### src/rtl/ring_frame_reader_if.sv
// Buffer read side and downstream byte stream of ring_frame_reader.
// The slave modport is the reader. The master modport is the buffer plus the sink around it.
interface ring_frame_reader_if;
    logic        empty;
    logic [7:0]  rddata;
    logic        rd_first;
    logic        rd_last;
    logic        rd_en;
    logic [7:0]  out_data;
    logic        out_valid;
    logic        out_first;
    logic        out_last;
    logic        out_ready;
    logic        frame_err;
    logic [15:0] frame_cnt;
    logic [15:0] drop_cnt;

    modport slave (
        input  empty, rddata, rd_first, rd_last, out_ready,
        output rd_en, out_data, out_valid, out_first, out_last,
        output frame_err, frame_cnt, drop_cnt
    );

    modport master (
        output empty, rddata, rd_first, rd_last, out_ready,
        input  rd_en, out_data, out_valid, out_first, out_last,
        input  frame_err, frame_cnt, drop_cnt
    );
endinterface

### src/rtl/ring_frame_reader.sv
// Drains tagged bytes from ring_buffer_64 and re-presents them as a valid/ready frame stream.
// Frames are length-limited, orphan bytes are dropped, and an idle gap follows each frame.
module ring_frame_reader #(
    parameter int unsigned MAX_LEN = 64,
    parameter int unsigned IFG     = 4
) (
    input  logic               clk,
    input  logic               reset,
    ring_frame_reader_if.slave bus
);
    // LAST_WAIT holds off further reads until the last byte of a frame is accepted.
    typedef enum logic [2:0] {IDLE, FRAME, DISCARD, LAST_WAIT, GAP} state_t;

    localparam logic [7:0] MAX_LEN_B = 8'(MAX_LEN);
    localparam logic [3:0] IFG_LAST  = (IFG == 0) ? 4'd0 : 4'(IFG - 1);

    state_t      state_r;
    logic        inflight_r;
    logic [7:0]  len_r;
    logic [3:0]  gap_cnt_r;
    logic [7:0]  out_data_r;
    logic        out_valid_r;
    logic        out_first_r;
    logic        out_last_r;
    logic        frame_err_r;
    logic [15:0] frame_cnt_r;
    logic [15:0] drop_cnt_r;
    logic        can_read_s;
    logic        rd_en_s;
    logic        xfer_s;

    function automatic logic [15:0] sat_inc(input logic [15:0] v);
        return (v == 16'hFFFF) ? v : v + 16'd1;
    endfunction

    // Read strobe and downstream transfer qualification.
    always_comb begin
        can_read_s = 1'b0;
        case (state_r)
            IDLE, FRAME, DISCARD: can_read_s = 1'b1;
            default:              can_read_s = 1'b0;
        endcase
        rd_en_s = can_read_s & ~bus.empty & ~inflight_r & (~out_valid_r | bus.out_ready);
        xfer_s  = out_valid_r & bus.out_ready;
    end

    // Frame FSM, holding register and counters.
    always_ff @(posedge clk) begin
        if (reset) begin
            state_r     <= IDLE;
            inflight_r  <= 1'b0;
            len_r       <= 8'd0;
            gap_cnt_r   <= 4'd0;
            out_data_r  <= 8'd0;
            out_valid_r <= 1'b0;
            out_first_r <= 1'b0;
            out_last_r  <= 1'b0;
            frame_err_r <= 1'b0;
            frame_cnt_r <= 16'd0;
            drop_cnt_r  <= 16'd0;
        end else begin
            inflight_r  <= rd_en_s;
            frame_err_r <= 1'b0;

            if (xfer_s) begin
                out_valid_r <= 1'b0;
                if (out_last_r) begin
                    frame_cnt_r <= sat_inc(frame_cnt_r);
                end
                if (state_r == LAST_WAIT) begin
                    state_r   <= GAP;
                    gap_cnt_r <= 4'd0;
                end
            end

            if (state_r == GAP) begin
                if (gap_cnt_r == IFG_LAST) begin
                    state_r <= IDLE;
                end else begin
                    gap_cnt_r <= gap_cnt_r + 4'd1;
                end
            end

            // A read is only issued in IDLE/FRAME/DISCARD, and those states change only
            // here, so the state seen at capture is the state the read was issued in.
            if (inflight_r) begin
                case (state_r)
                    IDLE, DISCARD, FRAME: begin
                        if (bus.rd_first) begin
                            out_data_r  <= bus.rddata;
                            out_valid_r <= 1'b1;
                            out_first_r <= 1'b1;
                            out_last_r  <= bus.rd_last;
                            len_r       <= 8'd1;
                            state_r     <= bus.rd_last ? LAST_WAIT : FRAME;
                            if (state_r == FRAME) begin
                                frame_err_r <= 1'b1;
                            end
                        end else if (state_r != FRAME) begin
                            drop_cnt_r <= sat_inc(drop_cnt_r);
                            if (state_r == DISCARD && bus.rd_last) begin
                                state_r   <= GAP;
                                gap_cnt_r <= 4'd0;
                            end
                        end else if (bus.rd_last) begin
                            out_data_r  <= bus.rddata;
                            out_valid_r <= 1'b1;
                            out_first_r <= 1'b0;
                            out_last_r  <= 1'b1;
                            len_r       <= len_r + 8'd1;
                            state_r     <= LAST_WAIT;
                        end else if (len_r + 8'd1 == MAX_LEN_B) begin
                            out_data_r  <= bus.rddata;
                            out_valid_r <= 1'b1;
                            out_first_r <= 1'b0;
                            out_last_r  <= 1'b1;
                            frame_err_r <= 1'b1;
                            len_r       <= len_r + 8'd1;
                            state_r     <= DISCARD;
                        end else begin
                            out_data_r  <= bus.rddata;
                            out_valid_r <= 1'b1;
                            out_first_r <= 1'b0;
                            out_last_r  <= 1'b0;
                            len_r       <= len_r + 8'd1;
                        end
                    end
                    default: begin
                        state_r <= state_r;
                    end
                endcase
            end
        end
    end

    assign bus.rd_en     = rd_en_s;
    assign bus.out_data  = out_data_r;
    assign bus.out_valid = out_valid_r;
    assign bus.out_first = out_first_r;
    assign bus.out_last  = out_last_r;
    assign bus.frame_err = frame_err_r;
    assign bus.frame_cnt = frame_cnt_r;
    assign bus.drop_cnt  = drop_cnt_r;
endmodule

### src/flat_wrapper.sv
// flat-port wrapper written by rule: the top's interface ports become plain ports
module ring_frame_reader_flat 
#(
    parameter int unsigned MAX_LEN = 64,
    parameter int unsigned IFG     = 4
)
  (clk, reset, bus_empty, bus_rddata, bus_rd_first, bus_rd_last, bus_out_ready, bus_rd_en, bus_out_data, bus_out_valid, bus_out_first, bus_out_last, bus_frame_err, bus_frame_cnt, bus_drop_cnt);
  ring_frame_reader_if bus_i ();
  input  logic clk;
  input  logic reset;
  input wire logic [$bits(bus_i.empty)-1:0] bus_empty;
  input wire logic [$bits(bus_i.rddata)-1:0] bus_rddata;
  input wire logic [$bits(bus_i.rd_first)-1:0] bus_rd_first;
  input wire logic [$bits(bus_i.rd_last)-1:0] bus_rd_last;
  input wire logic [$bits(bus_i.out_ready)-1:0] bus_out_ready;
  output wire logic [$bits(bus_i.rd_en)-1:0] bus_rd_en;
  output wire logic [$bits(bus_i.out_data)-1:0] bus_out_data;
  output wire logic [$bits(bus_i.out_valid)-1:0] bus_out_valid;
  output wire logic [$bits(bus_i.out_first)-1:0] bus_out_first;
  output wire logic [$bits(bus_i.out_last)-1:0] bus_out_last;
  output wire logic [$bits(bus_i.frame_err)-1:0] bus_frame_err;
  output wire logic [$bits(bus_i.frame_cnt)-1:0] bus_frame_cnt;
  output wire logic [$bits(bus_i.drop_cnt)-1:0] bus_drop_cnt;
  assign bus_i.empty = bus_empty;
  assign bus_i.rddata = bus_rddata;
  assign bus_i.rd_first = bus_rd_first;
  assign bus_i.rd_last = bus_rd_last;
  assign bus_i.out_ready = bus_out_ready;
  assign bus_rd_en = bus_i.rd_en;
  assign bus_out_data = bus_i.out_data;
  assign bus_out_valid = bus_i.out_valid;
  assign bus_out_first = bus_i.out_first;
  assign bus_out_last = bus_i.out_last;
  assign bus_frame_err = bus_i.frame_err;
  assign bus_frame_cnt = bus_i.frame_cnt;
  assign bus_drop_cnt = bus_i.drop_cnt;
  ring_frame_reader #(.MAX_LEN(MAX_LEN), .IFG(IFG)) u_core (.clk(clk), .reset(reset), .bus(bus_i));
endmodule
### config.mk
export PLATFORM = sky130hd
export DESIGN_NAME = ring_frame_reader_flat
export DESIGN_NICKNAME = d
export VERILOG_FILES = /design/src/rtl/ring_frame_reader_if.sv /design/src/rtl/ring_frame_reader.sv /design/src/flat_wrapper.sv
export SDC_FILE = /design/constraint.sdc
export NUM_CORES = 1
export LEC_CHECK = 0
export CORE_ASPECT_RATIO = 1.25
export CORE_UTILIZATION = 55
export DETAILED_ROUTE_END_ITERATION = 7
export GPL_ROUTABILITY_DRIVEN = 0
export PLACE_DENSITY = 0.84
export SYNTH_ARGS = -nofsm -noshare
export SYNTH_HDL_FRONTEND = slang
export SYNTH_SLANG_ARGS = --single-unit
### constraint.sdc
create_clock -name clk -period 3.1 [get_ports clk]
set_input_delay 0.775 -clock clk [delete_from_list [all_inputs] [get_ports clk]]
set_output_delay 0.775 -clock clk [all_outputs]
set_load 0.03 [all_outputs]
## Word-level counts from Yosys, hierarchy flattened

Cells that the tools add are included.

- Bits in registers: 60
- Latch bits: 0
- RAM bits: 0
- ROM bits: 0
- Output and inout bits: 45
- Word-level logic and storage cells: 86
- Memories kept: 0

- $add $sub $neg: 4
- $mul: 0
- Div/mod/pow operators: 0
- Magnitude comparators: 0
- Equality and inequality tests: 11
- Shifts and indexed selects: 0
- Mux-type cells: 41
- Bitwise gates (word level): 12
- Reduce and logical (&&, ||, !) cells: 7

Operators by type and width:

| operator | count |
|---|---|
| $mux 4 | 9 |
| $mux 3 | 11 |
| $add 16x1->16 const B | 2 |
| $eq 16x16->1 const B | 2 |
| $mux 8 | 4 |
| $mux 1 | 16 |
| $add 8x1->8 const B | 1 |
| $eq 8x7->1 const B | 1 |
| $not 1->1 | 7 |
| $eq 3x2->1 const B | 2 |
| $reduce_and 3->1 | 2 |
| $reduce_or 3->1 | 2 |
| $reduce_and 5->1 | 1 |
| $add 4x1->4 const B | 1 |
| $and 1x1->1 | 4 |
| $eq 4x2->1 const B | 1 |
| $ne 2x2->1 const B | 2 |
| $eq 3x1->1 const B | 1 |
| $eq 3x3->1 const B | 1 |
| $logic_not 3->1 | 1 |
| $ne 3x1->1 const B | 1 |
| $mux 2 | 1 |
| $logic_and 1x1->1 | 1 |
| $or 1x1->1 | 1 |

## Logic depth before layout (Yosys ltp)

Gate-level depths: netlist (run 1).

- Depth after elaboration: 11
- Depth in mapped cells: 7
- Mapped depth without buffers: 6

## Worst setup path before layout (run 1)

No wires, ideal clock.

- Path type: input to register
- From: in bus_rd_first
- To: reg u_core.drop_cnt_r[11] (netlist: u_core.bus.drop_cnt[11])
- Library setup time: 0.121 ns
- Arrival: 2.015 ns
- Required time: 2.979 ns
- Setup slack: 0.964 ns
- Stages: 4
- Path through: nor4b_4 nand2_2 nor4_1 mux2_2

- Longest elaborated chain between the ends: 2

RTL lines:

| what | RTL line | source |
|---|---|---|
| start: declaration | flat_wrapper.sv:13 | `input wire logic [$bits(bus_i.rd_first)-1:0] bus_rd_first;` |
| $not 1->1 (no line) | - |  |
| $reduce_and 5->1 (no line) | - |  |
| end signal: assignment | ring_frame_reader.sv:100 | `drop_cnt_r <= sat_inc(drop_cnt_r);` |
| end: declaration | ring_frame_reader.sv:27 | `logic [15:0] drop_cnt_r;` |

No other way between the ends.
A chain may end at the register's enable or synchronous reset.

## Final worst setup path (run 1)

- From: in bus_out_ready
- To: out bus_rd_en

- Longest elaborated chain between the ends: 2

RTL lines:

| what | RTL line | source |
|---|---|---|
| start: declaration | flat_wrapper.sv:15 | `input wire logic [$bits(bus_i.out_ready)-1:0] bus_out_ready;` |
| $or 1x1->1 | ring_frame_reader.sv:43 | `rd_en_s = can_read_s & ~bus.empty & ~inflight_r & (~out_valid_r \| bus.out_ready);` |
| $and 1x1->1 | ring_frame_reader.sv:43 |  |
| end: declaration | flat_wrapper.sv:16 | `output wire logic [$bits(bus_i.rd_en)-1:0] bus_rd_en;` |

No other way between the ends.

==> flow_summary.toml, run 1 <==
[sta]
finalHoldViolations = 0
fmax_mhz = 365.2
fin_crit_sh_pct = 88.32
skew_ps = 7.967
worst_pin_slew_ps = 795.8
maxSlewHeadroom_pct = 46.51
slew_violations = 0
fin_setup_tns_ps = 0
setup_viol = 0
rsz0062_at_grt = "no"
setup_slack_ps = 362.1
fin_crit_ps = 2738

[cells_and_area]
stdcell_count = 480
nets = 432
final_util_pct = 72.73
syn_to_final_growth_pct = 25.68
layout-drive-gt1-share_pct = 7.656
num_antenna_cells = 0
fillers = 432

[clock_tree]
clkSinkCount = 60
hold_buffers = 0
clk_pin_slew_ps = 60
clk_path_buf_depth = 2
cts_htree_levels = 3
ctsResizeCount = 0
cts_root_buffer = "clkbuf_8"
cts_inserted_buffers = 9
clock_latency_ps = 330
cts_tree = "built"
cts_setup_buffers = 0

[global_routing]
gr-usage-all-layers_pct = 25.37
grt_pass1_vias = 2604
grt_overflow = 0
grt_max_degree = 38
grt_antenna_before_repair = 0
grt_pass1_wl_um = 11160

[place]
place_worst_setup_slack_ps = 354.9
dp_cells = 465
portBuffers = 58
dp_hpwl_um = 4844

[routing]
via_per_inst = 5.877
drtIter0Drc = 163
wire_per_inst_um = 14.36
dr.pass1.iters = 4
drc = 0
wl_um = 6894
num_vias = 2821
ant_nets = 0

[setup_path]
arrival_ps = 1960
r2r_start = "u_core.bus.drop_cnt[0]$_SDFFE_PP0P_"
start_kind = "primary input"
r2r-end = "u_core.bus.drop_cnt[13]$_SDFFE_PP0P_"
crit_required_ps = 2320
reg2reg_slack_ps = 1050
cp_max_fo = 7
reg2regPathDepth = 6
crit_path_end_kind = "primary output"
crit_type = "primary input to primary output"

[status]
status = "finished, final reports clean"

[power]
peakVddDrop_v = 0.0002334
p_per_area_nw_per_um2 = 397.0
p_leak_nw = 1.260

[flow_run]
cap_violations = 0

[synthesis]
synth_edf_count = 0
syn-cell-area_um2 = 2982
ys_types = 55
seq_area_frac_synth_pct = 40.29
syn_area_per_cell_um2 = 8.375
synthCells = 356
ys_warn_count = 0
synthesis.nets = 374
async_reset_ff_share_pct = 0
synth_ff_type = "dfxtp_1"
synth_seq_cells = 60

[floorplan]
coreArea_um2 = 5152
fp.dieArea_um2 = 5722
row_count = 29
die_width_um = 67.86
io-pin-count = 59
initial_core_util_pct = 57.87
dieHeight_um = 84.32

[hold_path]
holdPathEnd = "u_core.bus.out_data[7]$_SDFFE_PP0P_"
min_path_type = "flop to flop"
whs_path_depth = 2
holdCritStartpoint = "u_core.bus.out_data[7]$_SDFFE_PP0P_"
[where the power goes]
part | internal (W) | switching, W
Sequential | 0.000783 | 0.0000205
Combinational | 0.0000542 | 0.0000675
Clock | 0.000282 | 0.000281
Total | 0.00112 | 0.000369
[how the worst max path moves through the flow]
| stage | startpoint | endpoint | cells past startpoint |
|---|---|---|---|
| after floorplan | bus_rd_first | u_core.bus.drop_cnt[11]$_SDFFE_PP0P_ | 4 |
| after global placement | bus_out_ready | bus_rd_en | 4 |
| after detailed placement | bus_out_ready | u_core.bus.frame_cnt[9]$_SDFFE_PP0P_ | 6 |
| after CTS | bus_out_ready | bus_rd_en | 4 |
| after global routing | bus_out_ready | bus_rd_en | 4 |
| final | bus_out_ready | bus_rd_en | 4 |
[cell families after synthesis]
logic type	share of synthesized area, %
and+or+nand+nor	29.88
AOI/OAI and AO/OA	15.65
DFF	40.29
xor gates and xnor gates	7.344
buffers and inverters	3.063
muxes	2.098
adders and majority gates	1.679
[stage by stage]
step / power [W] / cell area, um^2 / hold slack [ps]
after floorplan: 0.0008882 / 2982 / 472.8
after global placement: 0.0009367 / 3597 / 442.6
after detailed placement: 0.0009405 / 3597 / 445.3
after CTS: 0.001501 / 3747 / 454.0
after global routing: 0.001548 / 3747 / 470.1
final: 0.001488 / 3747 / 451.3
[cells in the final DEF, fill, tap and decap left out, types with 3 or more instances in the layout]
master / Yosys / routed
a211o_1: 3 / 3
a211oi_1: 6 / 6
a21oi_1: 28 / 28
a22oi_1: 3 / 3
a31oi_1: 3 / 3
a41oi_1: 3 / 3
and2_1: 3 / 3
and3_1: 8 / 8
buf_4: 1 / 6
clkbuf_1: 13 / 3
clkbuf_8: 0 / 9
clkdlybuf4s50_1: 0 / 56
clkinv_2: 0 / 3
dfxtp_1: 60 / 60
ha_1: 4 / 4
inv_1: 5 / 5
mux2i_1: 4 / 4
nand2_1: 37 / 37
nand3_1: 14 / 14
nand4_1: 16 / 16
nor2_1: 46 / 46
nor2b_1: 3 / 3
nor3_1: 6 / 6
nor3b_1: 6 / 6
nor4_1: 10 / 10
o21ai_0: 11 / 11
or3_1: 4 / 4
xnor2_1: 21 / 21
xor2_1: 4 / 4
[metal layers]
metal | up-vias | GRT usage [%] | part of all wire [%]
li1 | 1400 | - | -
met1 | 1311 | 30.09 | 43
met2 | 99 | 41.94 | 50
met3 | 11 | 5.435 | 4.8
met4 | 0 | 12.69 | 2.0
met5 | - | 0 | 0
[critical path, cell delays in order]
cell,delay [ps]
clkdlybuf4s50_1,560
or2b_1,300
and3_1,150
buf_4,170
[sequential cells by signal (all words and copies together) (netlist names)]
register,count
u_core.bus.drop_cnt,16
u_core.bus.frame_cnt,16
u_core.bus.frame_err,1
u_core.bus.out_data,8
u_core.bus.out_first,1
u_core.bus.out_last,1
u_core.bus.out_valid,1
u_core.gap_cnt_r,4
u_core.inflight_r,1
u_core.len_r,8
u_core.state_r,3
[cell type report]
cell class                 count  area [um^2]  area share [%]
sequential                    60         1201           32.05
inverter                       5        18.77          0.5008
clock buffer                  12        135.1           3.606
clock inverter                 3        15.01          0.4007
timing repair buffer          63        610.6           16.29
tap                           62        77.57           2.070
multi-input combinational    275         1689           45.08
[Yosys cell counts (all sizes together), types with 7 or more instances]
library cell / number / area share [%]
nor3: 7 / 1.6
nor4: 12 / 2.9
dfxtp: 60 / 40
nand3: 15 / 2.7
xnor2: 21 / 6.2
clkbuf: 13 / 1.6
nand4: 17 / 3.8
and3: 8 / 1.7
a21oi: 28 / 4.7
nor2: 46 / 5.8
o21ai: 11 / 1.8
nand2: 38 / 4.9
No activity file was read; power rests on OpenSTA's default activity.
==> run 2: changes to the inputs <==
--- a/config.mk
+++ b/config.mk
@@ -6,10 +6,10 @@
 export NUM_CORES = 1
 export LEC_CHECK = 0
 export CORE_ASPECT_RATIO = 1.25
-export CORE_UTILIZATION = 55
+export CORE_UTILIZATION = 27
 export DETAILED_ROUTE_END_ITERATION = 7
 export GPL_ROUTABILITY_DRIVEN = 0
-export PLACE_DENSITY = 0.84
+export HOLD_SLACK_MARGIN = 0.06
 export SYNTH_ARGS = -nofsm -noshare
 export SYNTH_HDL_FRONTEND = slang
 export SYNTH_SLANG_ARGS = --single-unit
==> constraint.sdc (replaced) <==
create_clock -name clk -period 2.9 [get_ports clk]
set_input_delay 0.725 -clock clk [delete_from_list [all_inputs] [get_ports clk]]
set_output_delay 0.725 -clock clk [all_outputs]
set_load 0.03 [all_outputs]
==> run 2 against run 1 <==
- sequential share of layout area shrank 2.1 points
- power grew 38%
- non-clock buffer count grew 3
- largest power group is now clock
- wire length grew 6.7%
- final area grew 6.9%
- clock-buffer cell count grew 3
- die area grew 100%
- combinational power grew 7%
- clock power grew 88%
- global-route usage shrank 12 points
- first-iteration DRC count grew 8.0%
- highest routed layer unchanged
- worst setup slack lost 150 ps
==> flow_summary.toml, run 2 (synthesized netlist as in run 1, its figures left out) <==
[cells_and_area]
final_common_cell = "dfxtp_1"
layout-drive-gt1-share_pct = 8.294
nets = 435
fillers = 1104
syn_to_final_growth_pct = 34.33
num_antenna_cells = 0
final_cell_mix = "dfxtp_1, clkdlybuf4s50_1, nor2_1"
multi_input_area_um2 = 1689
seq_area_um2 = 1201

[clock_tree]
cts_inserted_buffers = 9
cts_setup_buffers = 0
clk_path_buf_depth = 2
cts_root_buffer = "clkbuf_16"
hold_buffers = 0
clock_latency_ps = 330
cts_htree_levels = 3
clkSinkCount = 60
ctsResizeCount = 0
clk_pin_slew_ps = 50
cts_tree = "built"

[global_routing]
grt_max_degree = 36
grt_pass1_wl_um = 12450
grt_overflow = 0
grt_antenna_before_repair = 0
grt_pass1_vias = 2698
gr-usage-all-layers_pct = 13.85

[sta]
fin_crit_sh_pct = 92.70
skew_ps = 4.678
holdWs_ps = 456.3
fin_setup_tns_ps = 0
setup_viol = 0
worst_pin_slew_ps = 839.7
rsz0062_at_grt = "no"
maxSlewHeadroom_pct = 43.55
slew_violations = 0
fin_crit_ps = 2688
fmax_mhz = 372.0
finalHoldViolations = 0

[power]
power_frac_seq_pct = 41.9
internal_power_w = 0.001608
p_leak_nw = 1.339
p_sw_share_pct = 21.53
p_clk_share_pct = 51.7
peakVddDrop_v = 0.0002432
p_per_area_nw_per_um2 = 511.8
p_sw_w = 0.0004414
power_frac_comb_pct = 6.3

[setup_path]
critical-path-top-delay-family = "buffers and inverters"
reg2regPathDepth = 6
crit_path_end_kind = "primary output"
r2r_start = "u_core.bus.drop_cnt[0]$_SDFFE_PP0P_"
reg2reg_slack_ps = 830
arrival_ps = 1960
critical_path.cell_chain = "clkdlybuf4s50_1 -> or2b_1 -> and3_1 -> buf_4"
crit_required_ps = 2170
start_kind = "primary input"
crit_buf_inv = 2
cp_slowest_cell = "clkdlybuf4s50_1"
r2r-end = "u_core.bus.drop_cnt[13]$_SDFFE_PP0P_"
cp_max_fo = 7
slowest_delay_ps = 560
crit_type = "primary input to primary output"

[hold_path]
min_path_type = "flop to flop"
whs_path_depth = 2
holdCritStartpoint = "u_core.bus.out_first$_SDFFE_PP0P_"
holdPathEnd = "u_core.bus.out_first$_SDFFE_PP0P_"

[routing]
num_vias = 2805
drtIter0Drc = 176
wl_um = 7354
drc = 0
ant_nets = 0
via_per_inst = 5.063
wire_per_inst_um = 13.27
dr.pass1.iters = 4

[floorplan]
row_count = 42
initial_core_util_pct = 27.95
die_width_um = 95.99
dieHeight_um = 119.5
fp.dieArea_um2 = 11470
io-pin-count = 59
coreArea_um2 = 10670

[place]
dp_hpwl_um = 5258
portBuffers = 58

[status]
status = "finished, final reports clean"

[flow_run]
cap_violations = 0
run 2: cell types whose count changed in the layout (fill, tap and decap cells not counted):
cell	before	now
clkbuf_16	0	9
clkbuf_8	9	2
buf_4	6	9
clkinv_2	3	0
bufinv_16	0	1
clkbuf_1	3	4
run 2: worst reg2reg max path: cells and delay by family (launching register included):
kind,cells,cell delay (ps)
simple gates,4,1010
flops,1,410
mux,1,320
fa+ha+maj,1,220
run 2: power by group through the flow:
stage	clock network, W	registers, W	logic (W)
final	0.00106	0.000860	0.000130
after detailed placement	0	0.000876	0.000131
after global routing	0.00112	0.000861	0.000143
after CTS	0.00109	0.000859	0.000132
after floorplan	0	0.000881	0.0000686
after global placement	0	0.000876	0.000129
run 2: worst max path at each step:
stage / from / endpoint / slack (ps) / cells after the start
finish: bus_out_ready / bus_rd_en / 210 / 4
CTS: bus_out_ready / bus_rd_en / 240 / 4
global route: bus_out_ready / bus_rd_en / 180 / 4
floorplan: bus_rd_first / u_core.bus.drop_cnt[11]$_SDFFE_PP0P_ / 810 / 4
global placement: bus_out_ready / bus_rd_en / 250 / 4
detailed placement: bus_out_ready / u_core.bus.frame_cnt[7]$_SDFFE_PP0P_ / 220 / 6
run 2: per-layer routing:
layer | routed length [um] | global-route usage, %
met4 | 152 | 6.716
met5 | 0 | 0
met2 | 3491 | 22.03
met3 | 390 | 3.929
met1 | 3320 | 16.90
run 2: metrics by stage:
stage / utilization, % / total power [W] / cell area [um^2] / setup WS [ps] / cells
6_report: 37.54 / 0.002050 / 4005 / 211.6 / 554
3_5_place_dp: 34.75 / 0.001007 / 3707 / 223.0 / 538
5_1_grt: 37.54 / 0.002125 / 4005 / 177.6 / 554
3_3_place_gp: 34.75 / 0.001005 / 3707 / 250.7 / 538
4_1_cts: 37.54 / 0.002081 / 4005 / 236.8 / 554
2_1_floorplan: - / 0.0009494 / 2982 / 814.3 / 356
run 2: cell type report:
cell class,instances,area share [%]
well taps,132,4.124
clock buffers,15,6.685
multi-input cells,275,42.17
repair buffers,66,15.81
flip-flops and latches,60,29.99
inverters,5,0.4686
clock inverters,1,0.7498
